==> config.mk <==
export PLATFORM = sky130hd
export DESIGN_NAME = accumulator_flat
export DESIGN_NICKNAME = d
export VERILOG_FILES = /design/src/rtl/accumulator_if.sv /design/src/rtl/accumulator.sv /design/src/flat_wrapper.sv
export SDC_FILE = /design/constraint.sdc
export NUM_CORES = 1
export LEC_CHECK = 0
export CORE_UTILIZATION = 45
export CTS_BUF_LIST = sky130_fd_sc_hd__clkbuf_2
export DETAILED_ROUTE_END_ITERATION = 8
export DONT_BUFFER_PORTS = 1
export SYNTH_ARGS = -nofsm -noshare
export SYNTH_HDL_FRONTEND = slang
export SYNTH_SLANG_ARGS = --single-unit
==> constraint.sdc <==
create_clock -name i_CLK -period 6.7 [get_ports i_CLK]
set_input_delay 1.005 -clock i_CLK [delete_from_list [all_inputs] [get_ports i_CLK]]
set_output_delay 1.005 -clock i_CLK [all_outputs]
set_load 0.02 [all_outputs]
==> src/rtl/accumulator_if.sv <==
// accumulator_if
//   Bundles the control/data handshake of the running-sum accumulator.
//   master : drives i_ENABLE, i_CLEAR, i_DATA_IN; observes o_TOTAL, o_OVERFLOW
//   slave  : the accumulator side (consumes inputs, drives the registered outputs)
//   DATA_W : width of the addend and the running total
interface accumulator_if #(
  parameter int DATA_W = 32
);
  logic              i_ENABLE;
  logic              i_CLEAR;
  logic [DATA_W-1:0] i_DATA_IN;
  logic [DATA_W-1:0] o_TOTAL;
  logic              o_OVERFLOW;

  modport master (
    output i_ENABLE,
    output i_CLEAR,
    output i_DATA_IN,
    input  o_TOTAL,
    input  o_OVERFLOW
  );

  modport slave (
    input  i_ENABLE,
    input  i_CLEAR,
    input  i_DATA_IN,
    output o_TOTAL,
    output o_OVERFLOW
  );
endinterface

==> src/rtl/accumulator.sv <==
// accumulator
//   Registered running-sum accumulator with optional saturation and a sticky
//   overflow flag.
//   Ports:
//     i_CLK      : single clock, all state updates on the rising edge
//     i_RESET_N  : asynchronous active-low reset (total and flag forced to 0)
//     bus        : accumulator_if.slave
//                  i_ENABLE  - add i_DATA_IN this edge (else hold)
//                  i_CLEAR   - synchronous clear, wins over i_ENABLE
//                  i_DATA_IN - unsigned addend
//                  o_TOTAL   - registered running sum
//                  o_OVERFLOW- sticky carry-out flag
//   Parameters:
//     DATA_W   : data/total width
//     SATURATE : 0 wraps modulo 2**DATA_W, 1 clamps at all-ones
module accumulator #(
  parameter int DATA_W   = 32,
  parameter bit SATURATE = 1'b0
) (
  input  logic         i_CLK,
  input  logic         i_RESET_N,
  accumulator_if.slave bus
);

  logic [DATA_W-1:0] total_q, total_d;
  logic              overflow_q, overflow_d;
  logic [DATA_W:0]   sum;
  logic              carry;

  // One extra bit on the adder exposes the carry-out directly.
  assign sum   = {1'b0, total_q} + {1'b0, bus.i_DATA_IN};
  assign carry = sum[DATA_W];

  always_comb begin
    total_d    = total_q;
    overflow_d = overflow_q;
    if (bus.i_CLEAR) begin
      total_d    = '0;
      overflow_d = 1'b0;
    end else if (bus.i_ENABLE) begin
      if (SATURATE && carry) begin
        total_d = '1;
      end else begin
        total_d = sum[DATA_W-1:0];
      end
      overflow_d = overflow_q | carry;
    end
  end

  always_ff @(posedge i_CLK or negedge i_RESET_N) begin
    if (!i_RESET_N) begin
      total_q    <= '0;
      overflow_q <= 1'b0;
    end else begin
      total_q    <= total_d;
      overflow_q <= overflow_d;
    end
  end

  assign bus.o_TOTAL    = total_q;
  assign bus.o_OVERFLOW = overflow_q;

endmodule

==> src/flat_wrapper.sv <==
// flat-port wrapper written by rule: the top's interface ports become plain ports
module accumulator_flat 
#(
  parameter int DATA_W   = 32,
  parameter bit SATURATE = 1'b0
)
  (i_CLK, i_RESET_N, bus_i_ENABLE, bus_i_CLEAR, bus_i_DATA_IN, bus_o_TOTAL, bus_o_OVERFLOW);
  accumulator_if #(.DATA_W(DATA_W)) bus_i ();
  input  logic i_CLK;
  input  logic i_RESET_N;
  input wire logic [$bits(bus_i.i_ENABLE)-1:0] bus_i_ENABLE;
  input wire logic [$bits(bus_i.i_CLEAR)-1:0] bus_i_CLEAR;
  input wire logic [$bits(bus_i.i_DATA_IN)-1:0] bus_i_DATA_IN;
  output wire logic [$bits(bus_i.o_TOTAL)-1:0] bus_o_TOTAL;
  output wire logic [$bits(bus_i.o_OVERFLOW)-1:0] bus_o_OVERFLOW;
  assign bus_i.i_ENABLE = bus_i_ENABLE;
  assign bus_i.i_CLEAR = bus_i_CLEAR;
  assign bus_i.i_DATA_IN = bus_i_DATA_IN;
  assign bus_o_TOTAL = bus_i.o_TOTAL;
  assign bus_o_OVERFLOW = bus_i.o_OVERFLOW;
  accumulator #(.DATA_W(DATA_W), .SATURATE(SATURATE)) u_core (.i_CLK(i_CLK), .i_RESET_N(i_RESET_N), .bus(bus_i));
endmodule
# [Word-level counts from Yosys, hierarchy flattened]
# Cells that the tools add are included.
# W data, S select, Z words.
[op_classes] bitwise=1 n_shift=0 reduce_logical=1 muxes=4 n_lt_le_gt_ge=0 n_addsub=1 div=0 eq_ne=0 mul=0
[op_table] op="$mux W32" n=2
[op_table] op="$add A32 B32 Y33" n=1
[op_table] op="$mux W1" n=2
[op_table] op="$reduce_bool A2 Y1" n=1
[op_table] op="$or A1 B1 Y1" n=1
[word_totals] latch_bits=0 memories=0 word_cells=9 rom_bits=0 ram_bits=0 reg_bits=33 out_inout_bits=33

# [Depth between registers and ports, before layout]
[logic_depth] word_depth=4 mapped_depth=11 mapped_depth_nobuf=11

# [Worst setup path before layout]
# No wires, ideal clock.
[synth_path] kind="input to register" from="input bus_i_DATA_IN[0]" to="register u_core.total_q[26] (netlist: u_core.bus.o_TOTAL[26])" slack_ns=3.582 arrival_ns=2.996 required_ns=6.578 path_stages=11 setup_ns=0.122 path_cell_list="ha_1 > inv_1 > fa_1 > nand2b_1 > a21oi_1 > o2111ai_1 > a21oi_2 > o31ai_4 > o311ai_1 > mux2i_1 > nand2_1"
[synth_between] elab_chain_len=3
[synth_rtl] element="start: declaration" line_no="flat_wrapper.sv:13" source="input wire logic [$bits(bus_i.i_DATA_IN)-1:0] bus_i_DATA_IN;"
[synth_rtl] element="$add A32 B32 Y33" line_no="accumulator.sv:31" source="assign sum = {1'b0, total_q} + {1'b0, bus.i_DATA_IN};"
[synth_rtl] element="$mux W32" line_no="accumulator.sv:40" source="end else if (bus.i_ENABLE) begin"
[synth_rtl] element="$mux W32" line_no="accumulator.sv:37" source="if (bus.i_CLEAR) begin"
[synth_rtl] element="end signal: assignment" line_no="accumulator.sv:55" source="total_q <= total_d;"
[synth_rtl] element="end: declaration" line_no="accumulator.sv:25" source="logic [DATA_W-1:0] total_q, total_d;"
# No other way between the ends. The select of a mux whose other input is x is not followed.
# A chain may end at the register's enable or synchronous reset.

# [Final worst setup path]
# Ends and elaborated chain as after synthesis.

==> reports/summary.txt <==
outcome -> finished, violations left
violated checks -> design-rule violations
Max-Cap Viols -> 0
CTS sink count -> 33
Syn Inst Count -> 345
Layout Nets -> 410
largest net degree at the start of global routing -> 40
post-synth cell types -> 63
detailed-route DRC error count -> 10
Total GRT Usage -> 21.6%
sequential area share after synthesis -> 27.2%
ys async rst share -> 100%
Antenna Diode Count -> 0
most frequent cells in the layout -> 33 x dfrtp_1, 32 x a21oi_1, 32 x ha_1
Clk Tree Root Cell -> clkbuf_2
ANT nets after route -> 0
Yosys top cell by area -> dfrtp_1
share of post-route cells with drive strength above 1 -> 7.02%
routability cong. -> 0.917
top area cells in the synthesized netlist -> dfrtp_1 27%, ha_1 13%, a21oi_1 5.3%
non-filler cells, final -> 419
CTS tree -> done
Critical Path AT -> 3.29 ns
Setup WS pre-CTS -> 3.34 ns
reg-to-reg slack, setup -> 3.73 ns
row count -> 29
r2r endpoint -> u_core.bus.o_TOTAL[26]
CTS HTree Levels -> 2
CP Launch Point -> bus_i_DATA_IN[0]
Worst slew margin -> 43.6%
leakage power -> 1.51 nW
CP startpoint kind -> primary input
reg2reg path depth -> 11
Main synth FF type -> dfrtp_1
Die W -> 84.1 um
Final WS setup -> 3.72 ns
Reg area -> 826 sq um
Multi-input gate area -> 2110 sq um
Critical R2R Launch -> u_core.bus.o_TOTAL[0]
post-synth top area share -> 27.2%
first-pass GRT wire length -> 12100 um
Setup CP Type -> primary input to flip-flop
later-pin clock latency in the skew report -> 0.40 ns
Congestion Overflow GR -> 0
PostCTS Resize Cnt -> 0
final worst path period need -> 2.98 ns
routed vias/inst -> 6.10
final hold vios -> 0
clk_skew -> 0.0138 ns
Bufs on Longest Clock Path -> 2
Starting DRT DRC Count -> 134
post-route design area -> 3160 sq um
Ports -> 69
initial antenna violation count -> 0
Placement Cell Area -> 3070 sq um
Ys Warns -> 0
maximum vdd drop -> 0.101 mV
Routed wire per std cell -> 17.3 um
mean post-synth cell area -> 8.79 sq um
Required @ worst endpoint -> 7.01 ns
commonest non-fill, non-tap cell in the layout -> dfrtp_1
dpl hpwl -> 5480 um
synthesized area -> 3030 sq um
Placed Instances -> 411
Num CTS Buffers -> 5
hold_ws -> 0.259 ns
EDFF count, synth -> 0
Final Slew Violations -> 0
critical path endpoint -> u_core.bus.o_TOTAL[26]
post-synthesis net count -> 414
die area -> 7080 sq um
Final period util -> 44.5%
Vias -> 2554
number of I/O port buffers -> 0
Area Growth Syn to Fin -> 4.00%
setup TNS -> 0 ns
Pre-antenna DRT Iters -> 7
Yosys reg bits -> 33
Worst setup EP type -> flip-flop
crit path max fanout -> 4
# Post-CTS Setup Buffers -> 0
fmax -> 0.336 GHz
Final setup viols -> 0
pin slew with the least headroom to its limit -> 0.843 ns
unrepaired setup endpoints after global routing -> no
core footprint -> 6420 sq um
Chip Height -> 84.1 um
clock edge transition at the registers on the reported setup and hold paths -> 0.20 ns
Power Density -> 260 nW/um^2
Routed WL -> 7260 um
fillers -> 642
Hold WC Path Type -> primary input to async pin
hold_buf cts -> 0
vias in the first global route -> 2399
Initial Util -> 47.2%
[synth_stat cells (2+ instances only)]
master / n
a211oi_1: 5
a21o_1: 13
a21oi_1: 32
a22o_1: 2
a31oi_1: 5
a32oi_1: 3
a41oi_1: 2
and3_1: 3
buf_1: 2
buf_6: 3
clkbuf_1: 5
dfrtp_1: 33
ha_1: 32
inv_1: 9
mux2i_1: 16
nand2_1: 22
nand2b_1: 8
nand3_1: 15
nand4_1: 5
nor2_1: 31
nor2b_1: 4
nor3_1: 4
o2111ai_1: 2
o211ai_1: 7
o21a_1: 5
o21ai_0: 14
o21ai_1: 2
o21bai_1: 2
o31ai_1: 2
or2_2: 5
xnor2_1: 10
xor2_1: 11
[power by group]
| group | switching (mW) | internal (mW) |
|---|---|---|
| registers | 0.0697 | 0.229 |
| clock network | 0.0789 | 0.0999 |
| logic | 0.189 | 0.153 |
| total | 0.338 | 0.482 |
[per-stage QoR]
step | power [mW] | utilization (%)
6_report | 0.820 | 49.1
5_1_grt | 0.882 | 49.1
4_1_cts | 0.829 | 49.1
3_5_place_dp | 0.644 | 47.7
3_3_place_gp | 0.643 | 47.7
2_1_floorplan | 0.592 | -
[kinds of logic after synthesis]
logic type	synth area share, %
AOI/OAI and AO/OA	25.6
xor gates and xnor gates	6.06
muxes	5.28
and+or+nand+nor	18.7
buffers and inverters	3.26
adders and majority gates	13.9
DFF	27.2
[worst max-delay path, stage by stage]
cell and delay [ns]:
ha_1 0.15, inv_1 0.05, fa_1 0.40, nand2b_1 0.18, a21oi_1 0.27, o2111ai_1 0.23
a21oi_2 0.29, o31ai_4 0.12, o311ai_1 0.30, mux2i_1 0.23, nand2_1 0.06
[flip-flops by register name, indices dropped and copies added, names as in the netlist]
name and cells:
u_core.bus.o_TOTAL 32, u_core.bus.o_OVERFLOW 1
[metal layers]
| metal | vias up | routed length [um] | part of all wire (%) | track usage [%] |
|---|---|---|---|---|
| li1 | 1285 | - | - | - |
| met1 | 1184 | 3390 | 47 | 29.0 |
| met2 | 76 | 3220 | 44 | 33.3 |
| met3 | 9 | 560 | 7.7 | 6.82 |
| met4 | 0 | 84 | 1.2 | 6.11 |
| met5 | - | 0 | 0 | 0 |
[worst min path at each step]
stage | start | end | depth (start not counted)
after floorplan | u_core.bus.o_OVERFLOW | u_core.bus.o_OVERFLOW | 2
after global placement | u_core.bus.o_OVERFLOW | u_core.bus.o_OVERFLOW | 2
after detailed placement | u_core.bus.o_OVERFLOW | u_core.bus.o_OVERFLOW | 2
after CTS | i_RESET_N | u_core.bus.o_OVERFLOW | 0
after global routing | i_RESET_N | u_core.bus.o_TOTAL[22] | 0
final | i_RESET_N | u_core.bus.o_TOTAL[1] | 0
[layout make-up]
class	instances	share of cell area, %
flip-flops and latches	33	26.2
well taps	77	3.05
clock buffers	5	0.793
multi-input cells	292	66.9
inverters	9	1.07
clock inverters	3	2.06
Note: power is estimated with default switching activity, not from simulation.
